--- config.mk ---
export PLATFORM = sky130hd
export DESIGN_NAME = temporal_encoder
export DESIGN_NICKNAME = d
export VERILOG_FILES = /design/src/rtl/temporal_pkg.sv /design/src/rtl/gamma_counter.sv /design/src/rtl/temporal_encoder.sv
export SDC_FILE = /design/constraint.sdc
export NUM_CORES = 1
export LEC_CHECK = 0
export ABC_AREA = 1
export CORE_MARGIN = 3
export CORE_UTILIZATION = 45
export DETAILED_ROUTE_END_ITERATION = 6
export MAX_ROUTING_LAYER = met4
export PLACE_DENSITY = 0.65
export SLEW_MARGIN = 20
export SYNTH_ARGS = -nofsm -noshare
export SYNTH_HDL_FRONTEND = slang
export SYNTH_SLANG_ARGS = --single-unit
--- constraint.sdc ---
create_clock -name aclk -period 1.8 [get_ports aclk]
set_input_delay 0.45 -clock aclk [delete_from_list [all_inputs] [get_ports aclk]]
set_output_delay 0.45 -clock aclk [all_outputs]
set_load 0.1 [all_outputs]
--- src/rtl/temporal_pkg.sv ---
// temporal_pkg: shared types and helpers for the race-logic temporal encoder/decoder.
`default_nettype none

package temporal_pkg;

   localparam int unsigned TE_DEFAULT_GAMMA = 16;

   typedef enum logic [1:0] {
      TE_IDLE  = 2'd0,
      TE_WAIT  = 2'd1,
      TE_PULSE = 2'd2,
      TE_DONE  = 2'd3
   } te_state_t;

   function automatic int unsigned gamma_cnt_width(input int unsigned gamma);
      return (gamma > 1) ? $clog2(gamma) : 1;
   endfunction

   // Any value at or beyond the gamma-cycle length encodes "no event".
   function automatic logic is_inf(input int unsigned value, input int unsigned gamma);
      return (value >= gamma);
   endfunction

endpackage

`default_nettype wire

--- src/rtl/gamma_counter.sv ---
// gamma_counter: time-slot counter, cleared by the gamma start strobe, saturating at the last slot.
`default_nettype none

module gamma_counter
   import temporal_pkg::*;
#(
   parameter int GAMMA_CYCLE_WIDTH = 16,
   localparam int CW = gamma_cnt_width(GAMMA_CYCLE_WIDTH)
) (
   input  logic          aclk,
   input  logic          grst,
   input  logic          i_start,
   output logic [CW-1:0] o_t,
   output logic          o_last_slot
);

   logic [CW-1:0] r_t;

   always_ff @(posedge aclk or posedge grst) begin
      if (grst) begin
         r_t <= '0;
      end else if (i_start) begin
         r_t <= '0;
      end else if (!o_last_slot) begin
         r_t <= r_t + CW'(1);
      end
   end

   assign o_t         = r_t;
   assign o_last_slot = (r_t == CW'(GAMMA_CYCLE_WIDTH - 1));

endmodule

`default_nettype wire

--- src/rtl/temporal_encoder.sv ---
// temporal_encoder: binary value -> single timed event per gamma cycle, with a one-entry pending buffer.
// Build option TE_LEVEL_HOLD_EN selects step (level-hold) encoding instead of fixed-width pulses.
`default_nettype none

module temporal_encoder
   import temporal_pkg::*;
#(
   parameter int GAMMA_CYCLE_WIDTH = 16,
   parameter int PULSE_WIDTH       = 8,
   parameter int VALUE_WIDTH       = $clog2(GAMMA_CYCLE_WIDTH) + 1
) (
   input  logic                   aclk,
   input  logic                   grst,
   input  logic                   rst,
   input  logic                   in_valid,
   output logic                   in_ready,
   input  logic [VALUE_WIDTH-1:0] in_value,
   output logic                   q,
   output logic                   spiked,
   output logic                   busy
);

   localparam int CW  = gamma_cnt_width(GAMMA_CYCLE_WIDTH);
   localparam int PCW = $clog2(PULSE_WIDTH + 1);
   localparam logic [VALUE_WIDTH-1:0] c_INF = VALUE_WIDTH'(GAMMA_CYCLE_WIDTH);

   te_state_t              r_state;
   logic                   r_pend_full;
   logic [VALUE_WIDTH-1:0] r_pend_val;
   logic [VALUE_WIDTH-1:0] r_active;
   logic [PCW-1:0]         r_pcnt;
   logic                   r_q;
   logic                   r_spiked;

   logic [CW-1:0]          w_t;
   logic                   w_last_slot;
   logic                   w_xfer;
   logic [VALUE_WIDTH-1:0] w_next_active;
   logic                   w_load_zero;
   logic                   w_fire;

   gamma_counter #(
      .GAMMA_CYCLE_WIDTH(GAMMA_CYCLE_WIDTH)
   ) u_gamma_counter (
      .aclk       (aclk),
      .grst       (grst),
      .i_start    (rst),
      .o_t        (w_t),
      .o_last_slot(w_last_slot)
   );

   assign w_xfer        = in_valid && !r_pend_full;
   assign w_next_active = r_pend_full ? r_pend_val : c_INF;
   assign w_load_zero   = (w_next_active == '0);

   // q is registered, so the event is scheduled one slot early: fire when the next slot matches.
   assign w_fire = !w_last_slot
                && !is_inf(32'(r_active), GAMMA_CYCLE_WIDTH)
                && ((VALUE_WIDTH'(w_t) + VALUE_WIDTH'(1)) == r_active);

   always_ff @(posedge aclk or posedge grst) begin
      if (grst) begin
         r_state     <= TE_IDLE;
         r_pend_full <= 1'b0;
         r_pend_val  <= '0;
         r_active    <= c_INF;
         r_pcnt      <= '0;
         r_q         <= 1'b0;
         r_spiked    <= 1'b0;
      end else begin
         if (rst) begin
            r_active    <= w_next_active;
            r_pend_full <= 1'b0;
         end
         if (w_xfer) begin
            r_pend_full <= 1'b1;
            r_pend_val  <= in_value;
         end

         if (rst) begin
            r_spiked <= w_load_zero;
            r_q      <= w_load_zero;
            r_pcnt   <= PCW'(1);
            if (w_load_zero) begin
`ifdef TE_LEVEL_HOLD_EN
               r_state <= TE_DONE;
`else
               r_state <= TE_PULSE;
`endif
            end else begin
               r_state <= TE_WAIT;
            end
         end else begin
            case (r_state)
               TE_WAIT: begin
                  if (w_fire) begin
                     r_q      <= 1'b1;
                     r_spiked <= 1'b1;
                     r_pcnt   <= PCW'(1);
`ifdef TE_LEVEL_HOLD_EN
                     r_state  <= TE_DONE;
`else
                     r_state  <= TE_PULSE;
`endif
                  end else if (w_last_slot) begin
                     r_state <= TE_DONE;
                  end
               end
               TE_PULSE: begin
                  if (w_last_slot || (r_pcnt == PCW'(PULSE_WIDTH))) begin
                     r_q     <= 1'b0;
                     r_state <= TE_DONE;
                  end else begin
                     r_pcnt <= r_pcnt + PCW'(1);
                  end
               end
               default: begin
                  r_state <= r_state;
               end
            endcase
         end
      end
   end

   assign in_ready = !r_pend_full;
   assign q        = r_q;
   assign spiked   = r_spiked;
   assign busy     = (r_state == TE_WAIT) || (r_state == TE_PULSE);

endmodule

`default_nettype wire

==> results of run 1 <==
==> flip-flops by register name, summed over array words and instances (netlist names) <==
name / flops
u_gamma_counter.o_t: 4
spiked: 1
r_pend_val: 5
r_pend_full: 1
r_pcnt: 4
r_active: 5
q: 1
r_state: 2
==> where the power goes <==
part	internal [uW]	switching (uW)
sequential	623	87.3
combinational	415	701
clock	83.0	157
==> layer usage <==
metal,part of all wire [%],track usage [%],vias to the layer above
li1,-,-,551
met1,47,22.22,493
met2,48,29.02,15
met3,3.1,1.961,4
met4,1.2,8.091,0
met5,0,-,-
==> logic make-up after synthesis <==
group / Yosys count / share of synthesized area [%]
buffers and inverters: 30 / 8.851
AOI/OAI and AO/OA: 19 / 9.338
muxes: 1 / 0.8754
and+or+nand+nor: 77 / 28.89
xor gates and xnor gates: 2 / 1.362
adders and majority gates: 6 / 5.836
DFF: 23 / 44.84
==> metrics by stage <==
| step | instance area (um^2) | utilization, % |
|---|---|---|
| after CTS | 1608 | 62.08 |
| after floorplan | 1308 | - |
| after global routing | 1625 | 62.75 |
| after detailed placement | 1560 | 60.24 |
| after global placement | 1560 | 60.24 |
| final | 1625 | 62.75 |
==> repair_timing <==
action                                  4_1_cts  5_1_grt
endpoints found under the setup margin        5        9
resized for setup                             1        5
pin swaps                                     1        1
hold buffers                                  0        0
setup buffers                                 1        0
==> critical path: cells and delay by family (launching register included) <==
family | cells | cell delay (ns)
buffers and inverters | 1 | 0.05
adders and majority gates | 2 | 0.38
and+or+nand+nor | 10 | 0.80
DFF | 1 | 0.45
==> synthesized netlist by cell type, drive strengths merged <==
library cell / n
nand4: 3
a22oi: 1
ha: 6
nand2: 41
dfrtp: 22
a211oi: 1
a21oi: 7
clkinv: 5
mux2: 1
xnor2: 2
buf: 1
o22ai: 4
nand3b: 2
dfstp: 1
o21ai: 5
nor2: 17
a31oi: 1
nand3: 14
inv: 24
==> final timing paths <==
check                                        from          end
setup / recovery           u_gamma_counter.o_t[0]    r_pcnt[0]
hold / removal                               grst  r_active[1]
setup reg to reg           u_gamma_counter.o_t[0]    r_pcnt[0]
hold reg to reg                         r_pcnt[3]    r_pcnt[3]
max in group asynchronous                    grst  r_active[4]
min in group aclk                       r_pcnt[3]    r_pcnt[3]
==> area by class of cell <==
cell class	instances	area (um^2)	share of cell area [%]
clock inverter	1	5.005	0.3079
clock buffer	3	22.52	1.386
inverter	29	108.9	6.697
multi-input combinational	105	645.6	39.72
tap	30	37.54	2.309
timing repair buffer	21	227.7	14.01
sequential	23	578.1	35.57
==> results.ini, run 1 <==
[status]
result_of_the_run = complete, no violations

[cells_and_area]
final-instance-count-excl-fill = 212
nets = 198
drive_above_1_share_pct = 21.43
synthToLayoutAreaGrowth_pct = 26.36
diodes = 0
filler_cell_count = 230
leading_cell_types_in_the_layout_fill_and_taps_excluded = sky130_fd_sc_hd__nand2_1 (36), sky130_fd_sc_hd__dfrtp_1 (21), sky130_fd_sc_hd__inv_1 (18), sky130_fd_sc_hd__nor2_1 (15), sky130_fd_sc_hd__nand3_1 (11)
mostFrequentLayoutCell = sky130_fd_sc_hd__nand2_1

[sta]
post-route-worst-setup-slack_ns = 0.02834
timing.final.hold_violations = 0
max_clock_freq_mhz = 564.4
report.final.slew_viol_count = 0
timing.final.crit_period_ns = 1.772
setup_viol_count_final = 0
grt_setup_unrepaired = yes
final_total_negative_setup_slack_ns = 0
post-route-period-util_pct = 98.43
worst_pin_slew_ns = 0.2986
clock_skew_ns = 0.003513
max-slew-margin-rel_pct = 80.07
hold-worst-slack_ns = 0.4149

[placed_design]
numPlacedInstances = 207
port-buffer-count = 12
dp_hpwl_um = 1969
place.gp.congestion = 0.8547
pre_cts_ws_ns = -0.01260

[route]
detail_route.wl_per_cell_um = 11.75
drt.antenna.violating_nets = 0
drt-pass1-iter-count = 4
dr_iter_0_viols = 43
routed_wl_um = 2490
number_of_vias_per_cell_after_detailed_routing = 5.014
num_vias = 1063
drc = 0

[pwr]
power_density_over_the_cells_nw_per_um2 = 1271
leakagePower_uw = 0.0008260
peakVddDrop_uv = 1859
finalPower_uw = 2066

[clocking]
cts_tree = done
worst_skew_pair_later_pin_latency_ns = 0.31
cts-buffers-inserted = 3
cts_num_sinks = 23
max-clock-path-buffers = 2
htree_levels = 1
cts.clk_slew.worst_paths_ns = 0.13
root_buffer = sky130_fd_sc_hd__clkbuf_4

[logic_synthesis]
ys_seq_area_share_pct = 44.84
synth_top_area_cells = sky130_fd_sc_hd__dfrtp_1 (43%), sky130_fd_sc_hd__nand2_1 (11%), sky130_fd_sc_hd__ha_1 (5.8%)
cell_variety_after_synth = 27
yosys.area.top_type_share_pct = 42.80
ys.warnings.count = 0
synth.cell_area_um2 = 1286
syn_nets = 173
synthesis.area_per_instance_um2 = 8.141
yosys_register_bits = 23
synth_area_leader_cell = sky130_fd_sc_hd__dfrtp_1
postSynthCellCount = 158

[global_route]
grt_antenna_before_repair = 0
grt_start_max_net_pins = 15
globalRouteTotalUtil_pct = 17.87
grt-ovfl-total = 0
grt_first_pass_wirelength_um = 4692
grt_pass1_vias = 1157

[worst_setup_path]
reg2reg_setup_slack_ns = 0.03
reg2reg_depth = 13
arrival_time_reported_for_the_critical_path_endpoint_ns = 1.99
path_max_fanout = 7
worst_path_largest_cell_delay_ns = 0.45
required_ns = 2.01
crit_type = flop to flop
start_kind = flop
timing.critical_path.to_type = flop
timing.critical_path.cells = ha_4 -> nand3_4 -> ha_4 -> inv_2 -> nand2_2 -> nor2_1 -> nand3_1 -> nor2_4 -> nand2_4 -> nand3_4 -> nand2_4 -> nand2_2 -> nand2_1
critical-path-slowest-cell = sky130_fd_sc_hd__dfrtp_2

[flow_run]
maxCapViolCount = 0

[die]
floorplan.initialDensity_pct = 49.66
design.portCount = 13
std_cell_rows = 18
fp.dieArea_um2 = 3536
die_width_um = 59.47
core_area_um2 = 2590
floorplan.die.height_um = 59.47

[min_path]
worstHoldPathType = primary input to asynchronous set/reset pin

(Power assumes the default switching activity.)
==> run 2, diff against run 1 <==
Settings changed: SLEW_MARGIN 20 to 10.
==> results of run 2 <==
Same layout as run 1: the final DEF is identical, and so are final timing and power.
==> run 3, diff against run 2 <==
Settings changed: CORE_MARGIN 3 to 2.
==> run 3 against run 2 <==
  * Clock power is essentially flat
  * Utilization decreased by 2.5 points
  * Non-clock buffer count is 4 higher
  * Cell count rose by 2.4%
  * Critical endpoint is now r_pcnt[1]
  * Maximum frequency shrank 0.22%
  * Cell area increased by 1.3%
==> results.ini, run 3 (synthesis results as in run 1) <==
[worst_setup_path]
arrival_time_reported_for_the_critical_path_endpoint_ns = 1.99
crit_type = flop to flop
timing.critical_path.to_type = flop
path_max_fanout = 7
required_ns = 2.01
start_kind = flop

[sta]
timing.final.crit_period_ns = 1.776
hold-worst-slack_ns = 0.4160
timing.final.hold_violations = 0
post-route-period-util_pct = 98.64
worst_pin_slew_ns = 0.2938
report.final.slew_viol_count = 0
max-slew-margin-rel_pct = 80.39
setup_viol_count_final = 0
grt_setup_unrepaired = yes
final_total_negative_setup_slack_ns = 0
max_clock_freq_mhz = 563.2
clock_skew_ns = 0.009822

[global_route]
top_usage_layer_grt = met2
grt_start_max_net_pins = 16
grt_pass1_vias = 1088
grt_use_met1_pct = 22.06
grt_first_pass_wirelength_um = 4574
grt_use_met3_pct = 2.041
globalRouteTotalUtil_pct = 17.98
grt_antenna_before_repair = 0
grt-ovfl-total = 0
global_route.usage.met2_pct = 30.68

[die]
floorplan.initialDensity_pct = 47.05
fp.dieArea_um2 = 3302
design.portCount = 13
core_area_um2 = 2734
die_width_um = 57.47
floorplan.die.height_um = 57.47
std_cell_rows = 19

[clocking]
max-clock-path-buffers = 2
htree_levels = 1
root_buffer = sky130_fd_sc_hd__clkbuf_4
cts_num_sinks = 23
post_cts_hold_buffer_count = 0
worst_skew_pair_later_pin_latency_ns = 0.32
cts-buffers-inserted = 3
cts.clk_slew.worst_paths_ns = 0.13
cts_tree = done

[cells_and_area]
final-instance-count-excl-fill = 217
synthToLayoutAreaGrowth_pct = 28.02
diodes = 0
mostFrequentLayoutCell = sky130_fd_sc_hd__nand2_1
drive_above_1_share_pct = 22.58
leading_cell_types_in_the_layout_fill_and_taps_excluded = sky130_fd_sc_hd__nand2_1 (35), sky130_fd_sc_hd__dfrtp_1 (21), sky130_fd_sc_hd__inv_1 (19), sky130_fd_sc_hd__nor2_1 (15), sky130_fd_sc_hd__buf_4 (13)
reg_top3 = r_active (5), r_pend_val (5)
filler_cell_count = 242
nets = 202

[pwr]
power_density_over_the_cells_nw_per_um2 = 1246
peakVddDrop_uv = 1772
leakagePower_uw = 0.0008470
finalPower_uw = 2051

[route]
dr_iter_0_viols = 31
routed_wl_um = 2434
drt.antenna.violating_nets = 0
drc = 0
detail_route.wl_per_cell_um = 11.22
drt-pass1-iter-count = 6
number_of_vias_per_cell_after_detailed_routing = 5.014
num_vias = 1088

[placed_design]
port-buffer-count = 12
numPlacedInstances = 209
place.gp.congestion = 0.9126
dp_hpwl_um = 1839

[min_path]
worstHoldPathType = primary input to asynchronous set/reset pin

[status]
result_of_the_run = complete, no violations

[flow_run]
maxCapViolCount = 0

-- run 3: worst max-delay path, stage by stage (launching register included) --
cell and delay, ns:
sky130_fd_sc_hd__dfrtp_2 0.45, sky130_fd_sc_hd__ha_4 0.17, sky130_fd_sc_hd__nand3_4 0.09, sky130_fd_sc_hd__ha_4 0.20
sky130_fd_sc_hd__inv_2 0.05, sky130_fd_sc_hd__nand2_2 0.03, sky130_fd_sc_hd__nor2_1 0.07, sky130_fd_sc_hd__nand3_1 0.11
sky130_fd_sc_hd__nor2_4 0.12, sky130_fd_sc_hd__nand2_4 0.07, sky130_fd_sc_hd__nand3_4 0.10, sky130_fd_sc_hd__nand2_4 0.08
sky130_fd_sc_hd__nand2_1 0.06, sky130_fd_sc_hd__nand2_1 0.05
-- run 3: what timing repair did --
item,4_1_cts,5_1_grt
endpoints found under the setup margin,5,8
resized for setup,1,4
pin swaps,2,0
gates cloned,0,0
buffers inserted,1,3
-- run 3: worst paths after layout --
check | slack [ns] | startpoint | cells past startpoint | endpoint
setup / recovery | 0.02 | u_gamma_counter.o_t[0] | 13 | r_pcnt[1]
setup reg to reg | 0.02 | u_gamma_counter.o_t[0] | 13 | r_pcnt[1]
min in group aclk | 0.52 | r_pcnt[3] | 2 | r_pcnt[3]
hold / removal | 0.42 | grst | 3 | r_pcnt[1]
hold reg to reg | 0.52 | r_pcnt[3] | 2 | r_pcnt[3]
max in group asynchronous | 1.12 | grst | 3 | r_active[4]
-- run 3: per-layer routing --
layer,routed length (um),up-vias
met5,0,-
met4,36,0
met3,72,4
met2,1220,21
met1,1105,500
li1,-,563
-- run 3: power breakdown --
part | switching (uW) | total, uW | leakage [uW] | internal (uW)
registers | 74.4 | 698 | 0.000284 | 623
clock network | 157 | 240 | 0.0000177 | 83.1
logic | 693 | 1110 | 0.000545 | 421
total | 924 | 2050 | 0.000847 | 1130
-- run 3: area by class of cell --
type	instances	area, um^2	share of cell area (%)
Clock buffer	3	22.52	1.368
Clock inverter	1	5.005	0.3040
Inverter	29	108.9	6.611
Multi-Input combinational cell	105	635.6	38.60
Sequential cell	23	578.1	35.11
Tap cell	31	38.79	2.356
Timing Repair Buffer	25	257.7	15.65
-- run 3: through the flow --
step	cell area (um^2)	utilization, %	setup slack (ns)
floorplan	1308	-	0.009176
global placement	1569	57.39	0.01878
detailed placement	1569	57.39	-0.007940
CTS	1617	59.13	0.02619
global route	1647	60.23	-0.09522
finish	1647	60.23	0.02442
